$ cat src/rtl/branch_resolve.sv
// branch_resolve: resolves RISC-V style conditional branches (condition,
// target, illegal-encoding and misalignment flags) into a one-entry output
// register with a valid/ready handshake on both sides.
// Optional feature macro: BRANCH_RESOLVE_STATS_EN adds handshake counters
// branch_cnt_o and taken_cnt_o.

// 32-bit unsigned magnitude comparator
module cmp_32u (
  input  logic [31:0] a,
  input  logic [31:0] b,
  output logic        equal,
  output logic        alarger,
  output logic        blarger
);

  assign equal   = (a == b);
  assign alarger = (a > b);
  assign blarger = (a < b);

endmodule

module branch_resolve (
  input  logic        clk_i,
  input  logic        rst_i,
  input  logic        valid_i,
  output logic        ready_o,
  input  logic [31:0] rs1_i,
  input  logic [31:0] rs2_i,
  input  logic [2:0]  funct3_i,
  input  logic [31:0] pc_i,
  input  logic [31:0] imm_i,
  input  logic        flush_i,
  output logic        valid_o,
  input  logic        ready_i,
  output logic        taken_o,
  output logic [31:0] target_o,
  output logic        illegal_o,
  output logic        misalign_o
`ifdef BRANCH_RESOLVE_STATS_EN
  ,
  output logic [31:0] branch_cnt_o,
  output logic [31:0] taken_cnt_o
`endif
);

  typedef enum logic {EMPTY = 1'b0, FULL = 1'b1} state_t;

  state_t      state_r;
  logic        valid_r;
  logic        taken_r;
  logic        illegal_r;
  logic        misalign_r;
  logic [31:0] target_r;

  logic        u_eq_s, u_agt_s, u_bgt_s;
  logic        s_eq_s, s_agt_s, s_bgt_s;
  logic        taken_s;
  logic        illegal_s;
  logic        misalign_s;
  logic [31:0] target_s;
  logic [31:0] sum_taken_s;
  logic [31:0] sum_seq_s;
  logic        accept_s;

  // Unsigned compare of the raw operands
  cmp_32u u_cmp_unsigned (
    .a       (rs1_i),
    .b       (rs2_i),
    .equal   (u_eq_s),
    .alarger (u_agt_s),
    .blarger (u_bgt_s)
  );

  // Flipping the sign bits maps two's-complement order onto unsigned order
  cmp_32u u_cmp_signed (
    .a       ({~rs1_i[31], rs1_i[30:0]}),
    .b       ({~rs2_i[31], rs2_i[30:0]}),
    .equal   (s_eq_s),
    .alarger (s_agt_s),
    .blarger (s_bgt_s)
  );

  // Both sums wrap modulo 2^32; the carry out is dropped on purpose
  assign sum_taken_s = pc_i + imm_i;
  assign sum_seq_s   = pc_i + 32'd4;

  assign ready_o  = ~valid_r | ready_i;
  assign accept_s = valid_i & ready_o;

  // Branch condition, target and exception flags for the presented operands
  always_comb begin
    taken_s   = 1'b0;
    illegal_s = 1'b0;
    case (funct3_i)
      3'b000:  taken_s = u_eq_s;
      3'b001:  taken_s = ~u_eq_s;
      3'b100:  taken_s = s_bgt_s;
      3'b101:  taken_s = s_eq_s | s_agt_s;
      3'b110:  taken_s = u_bgt_s;
      3'b111:  taken_s = u_eq_s | u_agt_s;
      3'b010,
      3'b011:  illegal_s = 1'b1;
      default: taken_s = 1'b0;
    endcase
    target_s   = taken_s ? sum_taken_s : sum_seq_s;
    misalign_s = taken_s & (target_s[1:0] != 2'b00);
  end

  // Output register state machine; flush beats accept and drain
  always_ff @(posedge clk_i) begin
    if (rst_i) begin
      state_r    <= EMPTY;
      valid_r    <= 1'b0;
      taken_r    <= 1'b0;
      illegal_r  <= 1'b0;
      misalign_r <= 1'b0;
      target_r   <= 32'h0000_0000;
    end else if (flush_i) begin
      state_r    <= EMPTY;
      valid_r    <= 1'b0;
      taken_r    <= 1'b0;
      illegal_r  <= 1'b0;
      misalign_r <= 1'b0;
      target_r   <= 32'h0000_0000;
    end else begin
      case (state_r)
        EMPTY: begin
          if (accept_s) begin
            state_r    <= FULL;
            valid_r    <= 1'b1;
            taken_r    <= taken_s;
            illegal_r  <= illegal_s;
            misalign_r <= misalign_s;
            target_r   <= target_s;
          end else begin
            state_r    <= EMPTY;
            valid_r    <= 1'b0;
          end
        end
        FULL: begin
          if (accept_s) begin
            state_r    <= FULL;
            valid_r    <= 1'b1;
            taken_r    <= taken_s;
            illegal_r  <= illegal_s;
            misalign_r <= misalign_s;
            target_r   <= target_s;
          end else if (ready_i) begin
            state_r    <= EMPTY;
            valid_r    <= 1'b0;
            taken_r    <= 1'b0;
            illegal_r  <= 1'b0;
            misalign_r <= 1'b0;
            target_r   <= 32'h0000_0000;
          end else begin
            state_r    <= FULL;
            valid_r    <= 1'b1;
          end
        end
        default: begin
          state_r    <= EMPTY;
          valid_r    <= 1'b0;
          taken_r    <= 1'b0;
          illegal_r  <= 1'b0;
          misalign_r <= 1'b0;
          target_r   <= 32'h0000_0000;
        end
      endcase
    end
  end

  assign valid_o    = valid_r;
  assign taken_o    = taken_r;
  assign illegal_o  = illegal_r;
  assign misalign_o = misalign_r;
  assign target_o   = target_r;

`ifdef BRANCH_RESOLVE_STATS_EN
  logic [31:0] branch_cnt_r;
  logic [31:0] taken_cnt_r;

  // Count output handshakes and taken handshakes; both wrap, flush leaves them alone
  always_ff @(posedge clk_i) begin
    if (rst_i) begin
      branch_cnt_r <= 32'h0000_0000;
      taken_cnt_r  <= 32'h0000_0000;
    end else if (valid_r & ready_i) begin
      branch_cnt_r <= branch_cnt_r + 32'd1;
      taken_cnt_r  <= taken_r ? (taken_cnt_r + 32'd1) : taken_cnt_r;
    end else begin
      branch_cnt_r <= branch_cnt_r;
      taken_cnt_r  <= taken_cnt_r;
    end
  end

  assign branch_cnt_o = branch_cnt_r;
  assign taken_cnt_o  = taken_cnt_r;
`endif

endmodule

$ cat config.mk
export PLATFORM = sky130hd
export DESIGN_NAME = branch_resolve
export DESIGN_NICKNAME = d
export VERILOG_FILES = /design/src/rtl/branch_resolve.sv
export SDC_FILE = /design/constraint.sdc
export NUM_CORES = 1
export LEC_CHECK = 0
export ABC_CLOCK_PERIOD_IN_PS = 6350
export BUFFER_PORTS_ARGS = -buffer_cell sky130_fd_sc_hd__buf_2
export CORE_UTILIZATION = 56
export CTS_BUF_LIST = sky130_fd_sc_hd__clkbuf_8
export CTS_CLUSTER_DIAMETER = 30
export CTS_CLUSTER_SIZE = 24
export DETAILED_ROUTE_END_ITERATION = 6
export GPL_TIMING_DRIVEN = 0
export PLACE_DENSITY = 0.92
export SYNTH_ARGS = -nofsm -noshare
export SYNTH_HDL_FRONTEND = slang
export SYNTH_SLANG_ARGS = --single-unit
export TNS_END_PERCENT = 50
$ cat constraint.sdc
create_clock -name clk_i -period 6.35 [get_ports clk_i]
set_clock_uncertainty 0.05 [all_clocks]
set_input_delay 0.635 -clock clk_i [delete_from_list [all_inputs] [get_ports clk_i]]
set_output_delay 0.635 -clock clk_i [all_outputs]
set_load 0.05 [all_outputs]
==> impl_metrics.py <==
metrics = {
    "run_status": {
        "status": "finished, violations left",
        "failing_checks": "design-rule violations",
    },
    "clock_tree": {
        "htreeDepth": 2,
        "clock_latency_ns": 0.30,
        "path_clk_slew_ns": 0.09,
        "cts_setup_buffers": 0,
        "cts_num_sinks": 36,
        "numCtsBuffers": 5,
        "clockRootBuffer": "sky130_fd_sc_hd__clkbuf_8",
        "maximum_root_to_sink_buffer_count": 2,
        "cts_tree": "yes",
        "postCtsHoldBufs": 0,
        "number_of_resized_instances_in_the_post_cts_repair_step": 0,
    },
    "worst_setup_path": {
        "timing.critical_path.slowest_stage_cell": "sky130_fd_sc_hd__fa_1",
        "cp-end-kind": "flip-flop",
        "ff2ff_setup_slack_ns": 4.04,
        "critical_path.cell_chain": "buf_2, ha_1, fa_1, a21oi_1, o21ai_1, a21oi_1, a21oi_1, o21a_1, or3b_1, and3_1, o31ai_1",
        "worstSetupEndpoint": "target_o[28]",
        "crit_path_start": "pc_i[0]",
        "worst_setup_path_start_kind": "primary input",
        "worst-setup-path-type": "primary input to flip-flop",
        "critical-path-top-cell-by-count": "sky130_fd_sc_hd__a21oi_1",
        "critical_path.reg2reg.startpoint": "valid_o",
        "path_max_fanout": 4,
        "critPathTopFamily": "compound AO/OA/AOI/OAI gates",
        "worst-endpoint-arrival_ns": 3.31,
        "regToRegEndpoint": "target_o[29]",
        "reg2reg_depth": 6,
        "crit_buf_inv": 1,
        "largest_stage_delay_on_the_critical_path_ns": 0.45,
        "crit_cells": 11,
        "cp_data_required_time_ns": 6.52,
    },
    "yosys": {
        "dominant_register_cell_in_the_synthesized_netlist": "sky130_fd_sc_hd__dfxtp_1",
        "synth-seq-cells": 36,
        "asyncSetResetFlopFracSynth": 0,
        "syn_area_sq_um": 4560,
        "ys_types": 68,
        "synth_top_family_by_area": "compound AO/OA/AOI/OAI gates",
        "yosysTopAreaCell": "sky130_fd_sc_hd__ha_1",
        "synthesized_area_fraction_occupied_by_ao_oa_aoi_and_oai_cells": 0.264,
        "seq_area_frac_synth": 0.158,
        "yosysWarningCount": 0,
        "synth_fa_ha_area_frac": 0.183,
        "synth_xor_area_frac": 0.0942,
        "postSynthNetCount": 790,
        "synth-edff-count": 0,
        "muxShareOfSynthArea": 0.0491,
        "synth_simple_gate_area_share": 0.200,
        "yosys-top-cells-area": "sky130_fd_sc_hd__ha_1, sky130_fd_sc_hd__dfxtp_1, sky130_fd_sc_hd__xnor2_1",
        "synth_top_cell_area_share": 0.178,
        "synthesized_area_divided_by_synthesized_cell_count_sq_um": 7.75,
        "cells_after_synth": 588,
    },
    "die": {
        "core.rowCount": 32,
        "floorplan.die.width_um": 92.2,
        "initial_core_util": 0.584,
        "die_h_um": 92.2,
        "design.die.area_sq_um": 8500,
        "placeableCoreArea_sq_um": 7810,
        "ios": 173,
    },
    "final_layout": {
        "layout-area-overhead-vs-synth_pct": 23.4,
        "mostFrequentLayoutCell": "sky130_fd_sc_hd__buf_2",
        "stdcell_count": 869,
        "layout.cells.most_common_list": "sky130_fd_sc_hd__buf_2, sky130_fd_sc_hd__nand2_1, sky130_fd_sc_hd__ha_1",
        "fin_nets": 969,
        "drive_gt1_frac": 0.258,
        "finalInstanceArea_sq_um": 5620,
        "antenna_cells": 0,
        "footprint_of_the_multi_input_gates_sq_um": 3600,
        "final-seq-area_sq_um": 721,
        "final.fill_count": 587,
    },
    "flow_run": {
        "max_cap_viol_count": 0,
    },
    "sta": {
        "final_hold_viol_count": 0,
        "setup_total_negative_slack_ns": 0,
        "timing.max_slew.rel_slack": 0.380,
        "fmax_mhz": 318,
        "timing.final.crit_period_ns": 3.15,
        "finalSetupViolCount": 0,
        "drv_slew": 0,
        "tightestPinTransition_ns": 0.923,
        "final_min_period_over_clock_period": 0.496,
        "grt_setup_unrepaired": "no",
    },
    "power": {
        "p_leak_nw": 2.80,
        "power_per_cell_area_nw_per_um2": 149,
        "worst_ir_drop_vdd_uv": 104,
    },
    "placed_design": {
        "hpwlAfterDp_mm": 11.2,
        "placed_area_sq_um": 5550,
        "numPortBuffers": 172,
        "globalplace.congestion": 1.01,
        "place.detailed.instances": 862,
    },
    "route": {
        "drt_pass1_iterations": 7,
        "routed_via_density": 6.03,
        "drt_wl_total_mm": 13.6,
        "route.detailed.drc": 2,
        "drt_first_iter_violations": 295,
        "route.vias.total": 5241,
        "detail-route-antenna-nets": 0,
        "drt-wirelength-per-cell_um": 15.7,
    },
    "global_routing": {
        "number_of_global_route_vias_before_repair": 5010,
        "overflow": 0,
        "grt_max_degree": 11,
        "grt_first_pass_wirelength_mm": 22.1,
        "antenna_found_initial": 0,
        "gr-usage-all-layers": 0.322,
    },
    "min_path": {
        "hp-class": "flip-flop to flip-flop",
    },
}
## routing by layer
| metal | vias up | wire length (um) | GRT usage | share of wire |
|---|---|---|---|---|
| met3 | 63 | 1360 | 0.0531 | 0.10 |
| met4 | 0 | 601 | 0.146 | 0.044 |
| met1 | 2320 | 5110 | 0.374 | 0.38 |
| met2 | 331 | 6540 | 0.573 | 0.48 |
| met5 | - | 0 | 0 | 0 |
| li1 | 2527 | - | - | - |
## metrics by stage
step	hold slack, ns	utilization	power (mW)	setup WS (ns)
finish	0.400	0.720	0.836	3.20
global route	0.418	0.720	0.880	3.09
floorplan	0.614	-	0.539	3.52
CTS	0.403	0.720	0.823	3.31
detailed placement	0.394	0.710	0.665	3.01
global placement	0.383	0.710	0.650	3.14
## tightest hold or removal path: cells and delay by family, from the launching register on
kind / cells / cell delay (ns)
DFF: 1 / 0.31
and+or+nand+nor: 1 / 0.05
AOI/OAI and AO/OA: 1 / 0.05
## power by group
group	internal, mW	switching, mW	leakage (nW)
logic	0.170	0.256	2.47
registers	0.237	0.00664	0.293
clock network	0.0733	0.0924	0.0452
total	0.481	0.355	2.80
## synthesized netlist by cell type, types with 16 or more instances
cell / n
sky130_fd_sc_hd__nand2_1: 65
sky130_fd_sc_hd__nand4_1: 16
sky130_fd_sc_hd__nand3_1: 20
sky130_fd_sc_hd__mux2i_1: 19
sky130_fd_sc_hd__xor2_1: 17
sky130_fd_sc_hd__nor3_1: 19
sky130_fd_sc_hd__o21ai_1: 24
sky130_fd_sc_hd__a21oi_1: 43
sky130_fd_sc_hd__o21ai_0: 22
sky130_fd_sc_hd__xnor2_1: 32
sky130_fd_sc_hd__nor2_1: 24
sky130_fd_sc_hd__ha_1: 65
sky130_fd_sc_hd__dfxtp_1: 36
sky130_fd_sc_hd__inv_1: 43
## flip-flops by register name, summed over array words and instances, names as in the netlist
| name | count |
|---|---|
| target_o | 32 |
| valid_o | 1 |
| illegal_o | 1 |
| taken_o | 1 |
| misalign_o | 1 |
## cells by family after synthesis
family / after synthesis
buffers and inverters: 59
and+or+nand+nor: 182
AOI/OAI and AO/OA: 175
DFF: 36
adders and majority gates: 66
xor gates and xnor gates: 49
muxes: 21
## final cells by class
type,instances,area share
multi-input cells,493,0.640
flip-flops and latches,36,0.128
clock inverters,2,0.00156
plain buffers,16,0.0138
clock buffers,5,0.0122
well taps,102,0.0227
repair buffers,172,0.153
inverters,43,0.0287
## worst min-delay path by stage
stage | startpoint | cells after the start | to | slack (ns)
detailed placement | target_o[18] | 2 | target_o[18] | 0.39
global placement | misalign_o | 2 | misalign_o | 0.38
global route | target_o[0] | 2 | target_o[0] | 0.42
finish | target_o[0] | 2 | target_o[0] | 0.40
floorplan | misalign_o | 2 | misalign_o | 0.61
CTS | target_o[20] | 2 | target_o[20] | 0.40
(Power assumes the default switching activity.)
